## src/rtl/display_pkg.sv

```systemverilog
// Shared display-pipeline definitions: colour widths, sequencer state encoding
// and the end-to-end pixel latency derived from the RAM read latency.
package display_pkg;

  localparam int COLOUR_W = 4;
  localparam int PIX_W    = 3 * COLOUR_W;

  typedef enum logic {
    IDLE = 1'b0,
    RUN  = 1'b1
  } fsm_state_t;

  // Input register stage + RAM latency + colour register stage.
  function automatic int pipe_latency(input int ram_lat);
    return ram_lat + 2;
  endfunction

endpackage

```

## src/rtl/pipe_delay.sv

```systemverilog
// Reset-valued shift register of WIDTH bits and DEPTH stages, used to keep
// sync/enable/region flags aligned with the RAM data path.
module pipe_delay #(
  parameter int               WIDTH   = 1,
  parameter int               DEPTH   = 1,
  parameter logic [WIDTH-1:0] RST_VAL = '0
) (
  input  logic             clk,
  input  logic             rst,
  input  logic [WIDTH-1:0] d,
  output logic [WIDTH-1:0] q
);

  logic [WIDTH-1:0] taps [DEPTH];

  always_ff @(posedge clk) begin
    if (rst) begin
      for (int i = 0; i < DEPTH; i++) taps[i] <= RST_VAL;
    end else begin
      taps[0] <= d;
      for (int i = 1; i < DEPTH; i++) taps[i] <= taps[i-1];
    end
  end

  assign q = taps[DEPTH-1];

endmodule

```

## src/rtl/framebuffer_reader.sv

```systemverilog
// Scales timing-generator coordinates onto a small framebuffer, issues RAM reads
// and delivers blanked 4:4:4 colour with sync/enable aligned to the data.
//
// state | meaning
// IDLE  | after reset; no reads, output shows background/blank until a frame start
// RUN   | frame start seen; reads issued for pixels inside the framebuffer region
module framebuffer_reader
  import display_pkg::*;
#(
  parameter int             FB_W      = 160,
  parameter int             FB_H      = 120,
  parameter int             SCALE_X   = 4,
  parameter int             SCALE_Y   = 4,
  parameter int             ADDR_W    = 15,
  parameter int             RAM_LAT   = 1,
  parameter logic [PIX_W-1:0] BG_COLOUR = 12'h000,
  parameter logic           H_POL     = 1'b0,
  parameter logic           V_POL     = 1'b0
) (
  input  logic                i_pixclk,
  input  logic                i_rst,
  input  logic signed [15:0]  i_x,
  input  logic signed [15:0]  i_y,
  input  logic                i_de,
  input  logic                i_hs,
  input  logic                i_vs,
  input  logic                i_frame,
  output logic [ADDR_W-1:0]   o_addr,
  output logic                o_rd,
  input  logic [PIX_W-1:0]    i_data,
  output logic                o_hs,
  output logic                o_vs,
  output logic                o_de,
  output logic [COLOUR_W-1:0] o_red,
  output logic [COLOUR_W-1:0] o_green,
  output logic [COLOUR_W-1:0] o_blue
);

  localparam int LAT      = pipe_latency(RAM_LAT);
  localparam int REGION_W = FB_W * SCALE_X;
  localparam int REGION_H = FB_H * SCALE_Y;
  localparam int PXW      = (SCALE_X > 1) ? $clog2(SCALE_X) : 1;
  localparam int LNW      = (SCALE_Y > 1) ? $clog2(SCALE_Y) : 1;

  localparam logic [PXW-1:0]    PX_LAST  = PXW'(SCALE_X - 1);
  localparam logic [LNW-1:0]    LN_LAST  = LNW'(SCALE_Y - 1);
  localparam logic [ADDR_W-1:0] ADDR_MAX = ADDR_W'(FB_W * FB_H - 1);
  localparam logic [ADDR_W-1:0] ROW_STEP = ADDR_W'(FB_W);

  fsm_state_t        state;
  logic [ADDR_W-1:0] addr;
  logic [ADDR_W-1:0] line_base;
  logic [PXW-1:0]    px_rep;
  logic [LNW-1:0]    ln_rep;
  logic              de_q;

  int   x_pos;
  int   y_pos;
  logic x_in;
  logic y_in;
  logic rd_now;
  logic line_end;

  assign x_pos    = int'(i_x);
  assign y_pos    = int'(i_y);
  assign x_in     = (x_pos >= 0) && (x_pos < REGION_W);
  assign y_in     = (y_pos >= 0) && (y_pos < REGION_H);
  assign rd_now   = (state == RUN) && i_de && x_in && y_in;
  assign line_end = de_q && !i_de;

  always_ff @(posedge i_pixclk) begin
    if (i_rst) begin
      state     <= IDLE;
      addr      <= '0;
      line_base <= '0;
      px_rep    <= '0;
      ln_rep    <= '0;
      de_q      <= 1'b0;
      o_addr    <= '0;
      o_rd      <= 1'b0;
    end else begin
      de_q <= i_de;
      o_rd <= rd_now;
      if (rd_now) o_addr <= addr;

      case (state)
        IDLE:    if (i_frame) state <= RUN;
        RUN:     state <= RUN;
        default: state <= IDLE;
      endcase

      // Frame start wins over every other counter update.
      if (i_frame) begin
        addr      <= '0;
        line_base <= '0;
        px_rep    <= '0;
        ln_rep    <= '0;
      end else if (state == RUN) begin
        if (rd_now) begin
          if (px_rep == PX_LAST) begin
            px_rep <= '0;
            addr   <= addr + ADDR_W'(1);
          end else begin
            px_rep <= px_rep + PXW'(1);
          end
        end else if (line_end && y_in) begin
          px_rep <= '0;
          if (ln_rep == LN_LAST) begin
            ln_rep    <= '0;
            line_base <= line_base + ROW_STEP;
            addr      <= line_base + ROW_STEP;
          end else begin
            ln_rep <= ln_rep + LNW'(1);
            addr   <= line_base;
          end
        end
      end
    end
  end

  logic [2:0] sync_q;

  pipe_delay #(
    .WIDTH   (3),
    .DEPTH   (LAT),
    .RST_VAL ({~H_POL, ~V_POL, 1'b0})
  ) u_sync_delay (
    .clk (i_pixclk),
    .rst (i_rst),
    .d   ({i_hs, i_vs, i_de}),
    .q   (sync_q)
  );

  assign {o_hs, o_vs, o_de} = sync_q;

  // Selection flags arrive one stage early so the colour register lands with o_de.
  logic sel_de;
  logic sel_rd;

  pipe_delay #(
    .WIDTH   (2),
    .DEPTH   (LAT - 1),
    .RST_VAL (2'b00)
  ) u_sel_delay (
    .clk (i_pixclk),
    .rst (i_rst),
    .d   ({i_de, rd_now}),
    .q   ({sel_de, sel_rd})
  );

  logic [PIX_W-1:0] colour;

  always_ff @(posedge i_pixclk) begin
    if (i_rst)        colour <= '0;
    else if (!sel_de) colour <= '0;
    else if (sel_rd)  colour <= i_data;
    else              colour <= BG_COLOUR;
  end

  assign {o_red, o_green, o_blue} = colour;

  addr_in_range: assert property (@(posedge i_pixclk) disable iff (i_rst)
    rd_now |-> (addr <= ADDR_MAX));

endmodule
```

## config.mk

```make
export PLATFORM = sky130hd
export DESIGN_NAME = framebuffer_reader
export DESIGN_NICKNAME = d
export VERILOG_FILES = /design/src/rtl/display_pkg.sv /design/src/rtl/pipe_delay.sv /design/src/rtl/framebuffer_reader.sv
export SDC_FILE = /design/constraint.sdc
export NUM_CORES = 1
export LEC_CHECK = 0
export ABC_AREA = 1
export ABC_CLOCK_PERIOD_IN_PS = 1450
export BUFFER_PORTS_ARGS = -buffer_cell sky130_fd_sc_hd__buf_2
export CAP_MARGIN = 0
export CORE_UTILIZATION = 46
export CTS_CLUSTER_DIAMETER = 120
export DETAILED_ROUTE_END_ITERATION = 10
export GPL_TIMING_DRIVEN = 0
export PLACE_DENSITY = 0.76
export SLEW_MARGIN = 20
export SYNTH_ARGS = -nofsm -noshare
export SYNTH_HDL_FRONTEND = slang
export SYNTH_HIERARCHICAL = 1
export SYNTH_SLANG_ARGS = --single-unit
```

## constraint.sdc

```tcl
create_clock -name i_pixclk -period 1.45 [get_ports i_pixclk]
set_input_delay 0.0725 -clock i_pixclk [delete_from_list [all_inputs] [get_ports i_pixclk]]
set_output_delay 0.0725 -clock i_pixclk [all_outputs]
set_load 0.01 [all_outputs]
```

-- Word level (Yosys, flattened, before mapping)
Memories as Yosys holds them, arrays and structs flattened.
Index checks and enable logic that the tools add are counted.
- register bits after elaboration: 64
- memories kept: 2
- input port bits: 50
- output and inout bits: 31
- RAM bits: 13
- reductions and logical operators: 14
- bitwise operators: 9
- add/sub/neg operators: 4
- mux-type cells: 18
- equality and inequality tests: 3
- magnitude comparators: 4
- memory list (name ; depth ; bits a word ; rd ports ; clocked after Yosys merged registers in ; wr ports ; RTL line ; text):
    u_sync_delay.taps ; 3 ; 3 ; 3 ; 0 ; 3 ; pipe_delay.sv:14 ; logic [WIDTH-1:0] taps [DEPTH];
    u_sel_delay.taps ; 2 ; 2 ; 2 ; 0 ; 2 ; pipe_delay.sv:14 ;
- operator list (kind ; number):
    15-bit 2-to-1 mux ; 4
    16-bit by 1-bit greater-or-equal comparator with 1-bit output (second input constant) ; 2
    16-bit by 10-bit < comparator with 1-bit output (second input constant) ; 1
    16-bit by 11-bit < comparator with 1-bit output (second input constant) ; 1
    15-bit by 1-bit adder with 15-bit output (second input constant) ; 1
    15-bit by 8-bit adder with 15-bit output (second input constant) ; 1
    2-bit 2-to-1 mux ; 6
    3-bit 2-to-1 mux ; 3
    1-bit logical AND ; 7
    3-bit AND reduction ; 2
    1-bit bitwise OR ; 5
    2-bit by 1-bit adder with 2-bit output (second input constant) ; 2
    2-bit equality test (second input constant) ; 2
    1-bit 2-to-1 mux ; 4
    1-bit inverter ; 4
    3-bit OR reduction ; 1
    2-bit by 1-bit inequality test with 1-bit output (second input constant) ; 1
    1-bit one-hot mux with 2 select lines ; 1
    2-bit AND reduction ; 1
    2-bit nonzero test ; 1
    2-bit OR reduction ; 1
    1-bit logical NOT ; 1

-- Depth between registers and ports, before layout
Gate-level depths: netlist (run 1).
- word-level depth: 6
- gate-level depth with buffers: 11
- gate-level depth less buffers: 11

-- Modules after synthesis
Netlist (run 1), hierarchy kept.
- modules (own cells, without submodules) (module ; area each (um^2) ; cells an instance ; times used ; sequential area each (um^2)):
    framebuffer_reader ; 2894.0 ; 431 ; 1 ; 1181.1
    pipe_delay (u_sync_delay) ; 276.5 ; 31 ; 1 ; 180.2
    pipe_delay (u_sel_delay) ; 125.1 ; 14 ; 1 ; 80.1

-- Least setup slack after synthesis (run 1)
OpenSTA, ideal clock, no wires.
- path type: register to register
- start: register ln_rep[0]
- end: register addr[13]
- library setup time: 0.113 ns
- arrival: 1.392 ns
- stages on the path, launching flop included: 12
- slack: -0.054 ns
- buffers on the path: 1
- cells stage by stage: dfxtp_1 > ha_1 > clkbuf_2 > nand2_1 > a21oi_1 > nand3_1 > nand2_1 > nand2_1 > nand2_1 > nand2_1 > nor2_1 > nor2_1
- word-level cells in the longest chain between the ends: 4
- ends and longest elaborated chain (element ; RTL line ; text):
    from (decl) ; framebuffer_reader.sv:54 ; logic [LNW-1:0] ln_rep;
    from (signal assigned) ; framebuffer_reader.sv:113 ; ln_rep <= ln_rep + LNW'(1);
    2-bit equality test ; framebuffer_reader.sv:108 ; if (ln_rep == LN_LAST) begin
    15-bit 2-to-1 mux ; -- ;
    15-bit 2-to-1 mux ; framebuffer_reader.sv:106 ; end else if (line_end && y_in) begin
    15-bit 2-to-1 mux ; framebuffer_reader.sv:99 ; if (rd_now) begin
    to (signal assigned) ; framebuffer_reader.sv:102 ; addr <= addr + ADDR_W'(1);
    to (signal assigned) ; framebuffer_reader.sv:111 ; addr <= line_base + ROW_STEP;
    to (signal assigned) ; framebuffer_reader.sv:114 ; addr <= line_base;
    to (decl) ; framebuffer_reader.sv:51 ; logic [ADDR_W-1:0] addr;
No other way between the ends. The select of a mux whose other input is x is not followed.
A chain may end at the register's enable or synchronous reset.

-- Worst setup path after layout (run 1)
- start: register state
- end: register addr[7]
- word-level cells in the longest chain between the ends: 5
- elaborated cells on any way between the ends: 7
- classes of those cells: 1 x eq/ne; 1 x mux; 5 x reduce/logical
- ends and longest elaborated chain (element ; RTL line ; text):
    from (decl) ; framebuffer_reader.sv:50 ; fsm_state_t state;
    from (signal assigned) ; framebuffer_reader.sv:73 ; state <= IDLE;
    from (signal assigned) ; framebuffer_reader.sv:87 ; IDLE: if (i_frame) state <= RUN;
    from (signal assigned) ; framebuffer_reader.sv:88 ; RUN: state <= RUN;
    1-bit logical AND (3 in series) ; framebuffer_reader.sv:68 ; assign rd_now = (state == RUN) && i_de && x_in && y_in;
    2-bit by 1-bit inequality test with 1-bit output (no source line) or 2-bit nonzero test (tied branches) ; -- ;
    3-bit AND reduction (no source line) ; -- ;
Parallel ways exist; a longest one is shown, timed or not.

==> flow_summary.ini, run 1 <==
[outcome]
status = finished, violations left
violations = setup timing

[layout]
layout_commonest_cell = nand2_1
layout.cells.non_filler = 694
area_delta_synth_final_pct = 39.3
drive_above_1_share_pct = 28.6
final_cell_mix = nand2_1 (94), inv_1 (76), nor2_1 (73)
diodes = 0
utilization_pct = 66.8
fin_nets = 647

[logic_synthesis]
ys_ff_latch = 72
ys_types = 32
yosysSeqAreaShare_pct = 43.7
synth_area_per_cell_um2 = 6.92
synthesis.nets = 530
syn_area_um2 = 3300
synthCells = 476
ys_warn_count = 6

[drt]
wl_per_cell_um = 12.5
drtPass1Iterations = 4
ant_nets = 0
drt_iter0_markers = 190
wl_um = 8700
vias_per_cell = 4.83
vias = 3350
drc_errors = 0

[global_route]
grt_pass1_wl_um = 13800
antenna_found_initial = 0
grt_max_degree = 14
overflow = 0
grt_usage_pct = 23.5
grt_pass1_vias = 3164

[sta]
setup_violations = 6
max_freq_ghz = 0.671
fin_ws_ns = -0.0406
worst_pin_slew_ns = 0.545
relSlewSlack_pct = 63.6
hold_viol = 0
finalMaxSlewViolations = 0
rsz0062_at_grt = yes
holdWs_ns = 0.0514
tns_ns = -0.134
finalCritPeriodShare_pct = 103
fin_skew_ns = 0.00651
period_minus_slack_ns = 1.49

[place]
port_buffers = 68
dp_hpwl_um = 5270
gp_congestion = 0.896
place_ws_ns = -0.305
dp.cells = 640

[clock_network]
clk_latency_ns = 0.35
clockRootBuffer = clkbuf_8
cts_tree = yes
clock-sinks = 72
cts_buffers = 9
h-tree-depth = 3
clockBufferDepth = 2
clk_pin_slew_ns = 0.08

[die]
rows = 30
die-height_um = 86.6
pin_count = 81
start_util_pct = 48.0
die_area_um2 = 7510
die_w_um = 86.6
core_um2 = 6870

[setup_path]
worstPathRequired_ns = 1.74
r2r_start = state
cp_max_fo = 6
worstRegToRegCells = 10
worstSetupPathType = reg2reg
reg2reg_to = addr[7]
crit_path_start_kind = register
r2r_setup_slack_ns = -0.04
cp-end-kind = register
crit_arrival_ns = 1.78

[hold_path]
hold_class = in2reg
worstHoldEndpoint = u_sync_delay/taps[0][5]
worstHoldPathCells = 3
worstHoldStart = i_rst

[run]
cap_violations = 0

[pwr]
p_leak_nw = 2.17
power.density_nw_per_um2 = 866
peakVddDrop_mv = 0.538
worst max path at each step:
stage	from	to	slack (ns)
2_1_floorplan	ln_rep[0]	addr[13]	-0.05
3_3_place_gp	ln_rep[0]	addr[13]	-0.23
3_5_place_dp	ln_rep[0]	addr[12]	-0.30
4_1_cts	state	addr[8]	-0.01
5_1_grt	state	addr[7]	-0.14
6_report	state	addr[7]	-0.04
cell families after synthesis:
logic type,share of synthesized area (%)
AOI/OAI and AO/OA,9.19
xor gates and xnor gates,1.86
adders and majority gates,1.52
buffers and inverters,12.8
DFF,43.7
muxes,0.304
and+or+nand+nor,30.6
timing repair:
action,4_1_cts,5_1_grt
pin swaps,11,22
cloned,0,1
setup buffers,10,5
setup endpoints to repair,37,33
hold buffers,24,0
resized for setup,31,44
endpoints found under the hold margin,19,0
worst max-delay path, cell delays in order, from the launching register on:
cell and delay, ns:
dfxtp_2 0.35, nand2_2 0.06, nor2_4 0.11, nand2_2 0.07, nor2_4 0.16, nand3_4 0.13
nand2_8 0.11, clkinvlp_4 0.14, nand2_1 0.10, nand2_1 0.06, nor2_1 0.11
state kept, by name (all words and copies together), names as in the netlist:
signal             cells
addr                  15
colour                12
de_q                   1
line_base             10
ln_rep                 2
o_addr                15
o_rd                   1
px_rep                 2
state                  1
u_sel_delay/taps       4
u_sync_delay/taps      9
Yosys cell counts (all sizes together):
| cell | instances | area [µm²] |
|---|---|---|
| or2 | 2 | 12.5 |
| xor2 | 6 | 52.6 |
| nor3 | 1 | 5.00 |
| a211oi | 8 | 60.1 |
| o21ai | 19 | 95.1 |
| nor2 | 84 | 325 |
| nand4 | 4 | 25.0 |
| clkbuf | 6 | 23.8 |
| ha | 4 | 50.1 |
| nand3 | 38 | 213 |
| xnor2 | 1 | 8.76 |
| mux2i | 1 | 10.0 |
| buf | 14 | 95.1 |
| nand2 | 109 | 427 |
| dfxtp | 72 | 1440 |
| inv | 81 | 304 |
| o21bai | 1 | 7.51 |
| a21oi | 25 | 140 |
layout make-up:
class	count	area (µm²)
Tap cell	96	120
Fill cell	561	2280
Multi-Input combinational cell	303	1630
Inverter	81	308
Clock buffer	10	128
Timing Repair Buffer	108	729
Buffer	18	125
Sequential cell	72	1460
Clock inverter	6	92.6
power breakdown:
group	internal, W	switching, W
Sequential	0.00199	0.00000530
Combinational	0.000107	0.0000946
Clock	0.000978	0.000806
Total	0.00307	0.000906
layer usage:
layer	GRT usage (%)	up-vias	wire length, µm
li1	-	1693	-
met1	25.2	1523	3580
met2	44.7	114	4480
met3	4.19	20	440
met4	10.2	0	204
met5	0	-	0
stage by stage:
stage	power (W)	area [µm²]
after CTS	0.00399	4400
final	0.00398	4590
after detailed placement	0.00218	3760
after global routing	0.00410	4590
after floorplan	0.00211	3300
after global placement	0.00218	3760
(Power assumes the default switching activity.)
==> inputs of run 2 (changes only) <==
- CTS_BUF_LIST: default -> sky130_fd_sc_hd__clkbuf_4 sky130_fd_sc_hd__clkbuf_8
==> run 2 against run 1 <==
  * Highest routed layer unchanged
  * Sequential power barely moved
  * First-iteration DRC count is 14% lower
  * Final area barely moved
  * Power increased by 0.45%
  * Core utilization grew 0.055 points
  * Critical endpoint unchanged
  * Largest power group unchanged
  * Largest cell class unchanged
  * Count of clock-buffer cells in the layout unchanged
  * Clock skew barely moved
  * Wire length increased by 0.51%
  * Via count rose by 0.12%
  * Flip-flop and latch count is the same
  * Register-to-register slack about the same
  * Combinational power hardly changed
  * The flow still finishes with violations (setup timing)
==> flow_summary.ini, run 2 (synthesis gave the netlist of run 1 again) <==
[outcome]
status = finished, violations left
violations = setup timing

[drt]
wl_um = 8750
drtPass1Iterations = 5
drt_iter0_markers = 163
vias_per_cell = 4.83
wl_per_cell_um = 12.6
ant_nets = 0
vias = 3354
drc_errors = 0

[clock_network]
clockRootBuffer = clkbuf_8
cts_tree = yes
clock-sinks = 72
clk_latency_ns = 0.35
h-tree-depth = 3
cts_buffers = 9
clk_pin_slew_ns = 0.08
clockBufferDepth = 2

[place]
port_buffers = 68
dp_hpwl_um = 5270
gp_congestion = 0.896

[setup_path]
crit_path_start_kind = register
path_cells = nand2_2 -> nor2_4 -> nand2_2 -> nor2_4 -> nand3_4 -> nand2_8 -> clkinvlp_4 -> nand2_1 -> nand2_1 -> nor2_1
r2r_setup_slack_ns = -0.03
worstRegToRegCells = 10
critical_path.slowest_cell = dfxtp_2
worstPathRequired_ns = 1.74
reg2reg_to = addr[7]
cp-end-kind = register
critPathMaxStageDelay_ns = 0.35
cp_max_fo = 6
worstSetupPathType = reg2reg
crit_arrival_ns = 1.77
r2r_start = state

[global_route]
grt_max_degree = 14
grt_pass1_vias = 3165
grt_usage_pct = 23.4
grt_pass1_wl_um = 13700
antenna_found_initial = 0
overflow = 0

[hold_path]
worstHoldStart = i_rst
worstHoldEndpoint = u_sync_delay/taps[0][5]
hold_class = in2reg
worstHoldPathCells = 3

[sta]
worst_pin_slew_ns = 0.538
rsz0062_at_grt = yes
period_minus_slack_ns = 1.48
finalCritPeriodShare_pct = 102
relSlewSlack_pct = 64.2
max_freq_ghz = 0.676
tns_ns = -0.0982
setup_violations = 5
fin_ws_ns = -0.0300
finalMaxSlewViolations = 0
hold_viol = 0
fin_skew_ns = 0.00649

[pwr]
peakVddDrop_mv = 0.538
clockPowerShare_pct = 45.1
p_leak_nw = 2.17
netSwitchingPower_w = 0.000905
swShare_pct = 22.7
power.density_nw_per_um2 = 869
p_int_w = 0.00309
share_comb_of_total_power_pct = 5.0
fin_total_pwr_w = 0.00399
seqPwrFrac_pct = 49.8

[layout]
drive_above_1_share_pct = 28.8
utilization_pct = 66.9
reg_top3 = addr x15, o_addr x15, colour x12
nFillCells = 560
area_delta_synth_final_pct = 39.4
fin_nets = 647
layout_commonest_cell = nand2_1
final_cell_mix = nand2_1 (94), inv_1 (76), nor2_1 (73)
diodes = 0

[die]
die_w_um = 86.6
die-height_um = 86.6
core_um2 = 6870
rows = 30
start_util_pct = 48.0
pin_count = 81
die_area_um2 = 7510

[run]
cap_violations = 0
-- run 2: cell counts in the layout (fill, tap and decap cells not counted) --
Identical to the previous run, type by type.
-- run 2: routing by layer --
metal,part of all wire [%],GRT usage (%),wire length [µm],vias up
li1,-,-,-,1694
met1,42,25.0,3650,1524
met2,51,44.7,4490,116
met3,4.8,4.19,423,20
met4,2.0,10.2,179,0
met5,0,0,0,-
-- run 2: power by group through the flow --
| stage | Sequential, W | Combinational, W | Clock [W] |
|---|---|---|---|
| global placement | 0.00204 | 0.000137 | 0 |
| finish | 0.00199 | 0.000201 | 0.00180 |
| CTS | 0.00200 | 0.000193 | 0.00182 |
| floorplan | 0.00204 | 0.0000701 | 0 |
| global route | 0.00199 | 0.000222 | 0.00191 |
| detailed placement | 0.00204 | 0.000140 | 0 |
-- run 2: how the worst max path moves through the flow --
| stage | startpoint | end | slack [ns] | cells after the start |
|---|---|---|---|---|
| 2_1_floorplan | ln_rep[0] | addr[13] | -0.05 | 11 |
| 3_3_place_gp | ln_rep[0] | addr[13] | -0.23 | 11 |
| 3_5_place_dp | ln_rep[0] | addr[12] | -0.30 | 11 |
| 4_1_cts | state | addr[8] | -0.01 | 10 |
| 5_1_grt | state | addr[7] | -0.14 | 10 |
| 6_report | state | addr[7] | -0.03 | 10 |
-- run 2: worst max-delay path: cells and delay by family (launching register included) --
family | cells | cell delay [ns]
buf+inv | 1 | 0.14
simple gates | 9 | 0.90
flops | 1 | 0.35
-- run 2: area by class of cell --
cell class / count / area (µm²) / area share (%)
inverters: 81 / 308 / 6.70
clock inverters: 6 / 92.6 / 2.01
multi-input cells: 303 / 1630 / 35.4
clock buffers: 10 / 131 / 2.86
repair buffers: 108 / 729 / 15.9
well taps: 96 / 120 / 2.61
plain buffers: 18 / 125 / 2.72
flip-flops and latches: 72 / 1460 / 31.8
-- run 2: metrics by stage --
stage	std cells	instance area (µm²)	hold slack [ns]	setup slack (ns)
finish	694	4600	0.0472	-0.0300
CTS	690	4400	0.0350	-0.0147
global placement	640	3760	0.248	-0.229
detailed placement	640	3760	0.255	-0.305
global route	694	4600	0.0702	-0.141
floorplan	476	3300	0.144	-0.0544
-- run 2: what timing repair did --
action,4_1_cts,5_1_grt
setup buffers,10,5
endpoints found under the setup margin,37,33
gates cloned,0,1
pin swaps,11,22
endpoints found under the hold margin,19,0
resized for setup,31,44
hold buffers,24,0
==> inputs of run 3 (changes only) <==
- ABC_CLOCK_PERIOD_IN_PS: 1450 -> 1370
- PLACE_DENSITY: 0.76 -> 0.73
- clock period: 1.45 -> 1.37 ns (I/O delays scaled with it)
==> run 3 against run 2 <==
  * Cell count fell by 0.14%
  * Via count shrank 0.60%
  * Register-to-register slack worse by 0.08 ns
  * The flow still finishes with violations (setup timing)
  * Clock power fell by 5%
  * Largest cell class unchanged
  * Combinational power rose by 5%
  * Power is 0.85% higher
==> flow_summary.ini, run 3 (synthesis gave the netlist of run 1 again) <==
[die]
core_um2 = 6870
start_util_pct = 48.0
pin_count = 81
die-height_um = 86.6
die_w_um = 86.6
die_area_um2 = 7510
rows = 30

[sta]
tns_ns = -0.988
rsz0062_at_grt = yes
period_minus_slack_ns = 1.48
finalCritPeriodShare_pct = 108
relSlewSlack_pct = 64.8
hold_viol = 0
worst_pin_slew_ns = 0.528
fin_skew_ns = 0.00969
setup_violations = 18
max_freq_ghz = 0.676
fin_ws_ns = -0.108
finalMaxSlewViolations = 0

[drt]
drc_errors = 0
vias = 3334
drtPass1Iterations = 5
drt_iter0_markers = 144
vias_per_cell = 4.81
wl_um = 8840
wl_per_cell_um = 12.8
ant_nets = 0

[layout]
area_delta_synth_final_pct = 42.5
reg_top3 = addr x15, o_addr x15, colour x12
diodes = 0
drive_above_1_share_pct = 32.7
design_area_um2 = 4700
fin_nets = 646
final_cell_mix = nand2_1 (86), inv_1 (74), nor2_1 (73)
layout_commonest_cell = nand2_1

[place]
port_buffers = 68
gp_congestion = 0.908
placed_cell_area_um2 = 3780
dp_hpwl_um = 5380

[clock_network]
cts_buffers = 9
clockBufferDepth = 2
clockRootBuffer = clkbuf_8
clock-sinks = 72
clk_latency_ns = 0.35
cts_tree = yes
clk_pin_slew_ns = 0.07
h-tree-depth = 3

[global_route]
grt_pass1_vias = 3176
grt_max_degree = 13
antenna_found_initial = 0
grt_pass1_wl_um = 14200
overflow = 0
grt_usage_pct = 24.4

[setup_path]
cp-end-kind = register
cp_max_fo = 8
crit_path_start_kind = register
worstSetupPathType = reg2reg
worstPathRequired_ns = 1.65
crit_arrival_ns = 1.76

[pwr]
fin_total_pwr_w = 0.00403
p_leak_nw = 2.24
peakVddDrop_mv = 0.407
power.density_nw_per_um2 = 858

[run]
cap_violations = 0

[outcome]
violations = setup timing
status = finished, violations left

[hold_path]
hold_class = in2reg
-- run 3: layout make-up --
| class | instances | area, µm² |
|---|---|---|
| clock buffers | 11 | 145 |
| well taps | 96 | 120 |
| multi-input cells | 303 | 1700 |
| fillers | 555 | 2170 |
| inverters | 81 | 313 |
| flip-flops and latches | 72 | 1470 |
| repair buffers | 107 | 741 |
| clock inverters | 5 | 56.3 |
| plain buffers | 18 | 150 |
-- run 3: where the power goes --
part	switching [W]	internal [W]	total [W]
clock	0.000804	0.000908	0.00171
sequential	0.00000743	0.00210	0.00211
combinational	0.0000995	0.000112	0.000211
-- run 3: critical path, cell delays in order, from the launching register on --
cell     delay (ns)
dfxtp_4        0.37
nand2_4        0.05
nor2_4         0.10
nand3_2        0.13
a21oi_4        0.24
buf_4          0.22
nand3_1        0.09
nand2_1        0.08
inv_1          0.04
nor2_1         0.10
-- run 3: worst paths after layout --
| path | from | end | slack [ns] | cells after the start |
|---|---|---|---|---|
| max | state | addr[7] | -0.11 | 9 |
| min | i_rst | u_sync_delay/taps[0][5] | 0.02 | 3 |
| max reg2reg | state | addr[7] | -0.11 | 9 |
| min reg2reg | u_sync_delay/taps[0][3] | u_sync_delay/taps[0][6] | 0.41 | 2 |
-- run 3: metrics by stage --
stage / util (%) / cells / hold slack [ns] / setup WS (ns)
detailed placement: 55.0 / 640 / 0.256 / -0.354
global placement: 55.0 / 640 / 0.246 / -0.324
finish: 68.4 / 693 / 0.0202 / -0.108
global route: 68.4 / 693 / 0.0307 / -0.174
floorplan: - / 476 / 0.140 / -0.00919
CTS: 64.9 / 690 / 0.00822 / -0.0680
-- run 3: routing by layer --
layer	wire length, µm	global-route usage [%]
met1	3570	26.5
met2	4620	44.9
met3	389	5.05
met4	256	11.7
met5	0	0
-- run 3: repair_timing --
action                                 in CTS  in global routing
setup endpoints to repair                  39                 44
gates cloned                                1                  0
buffers inserted                           14                  3
gates resized for setup                    41                 70
hold buffers                               21                  0
pin swaps                                  19                 27
endpoints found under the hold margin      23                  0
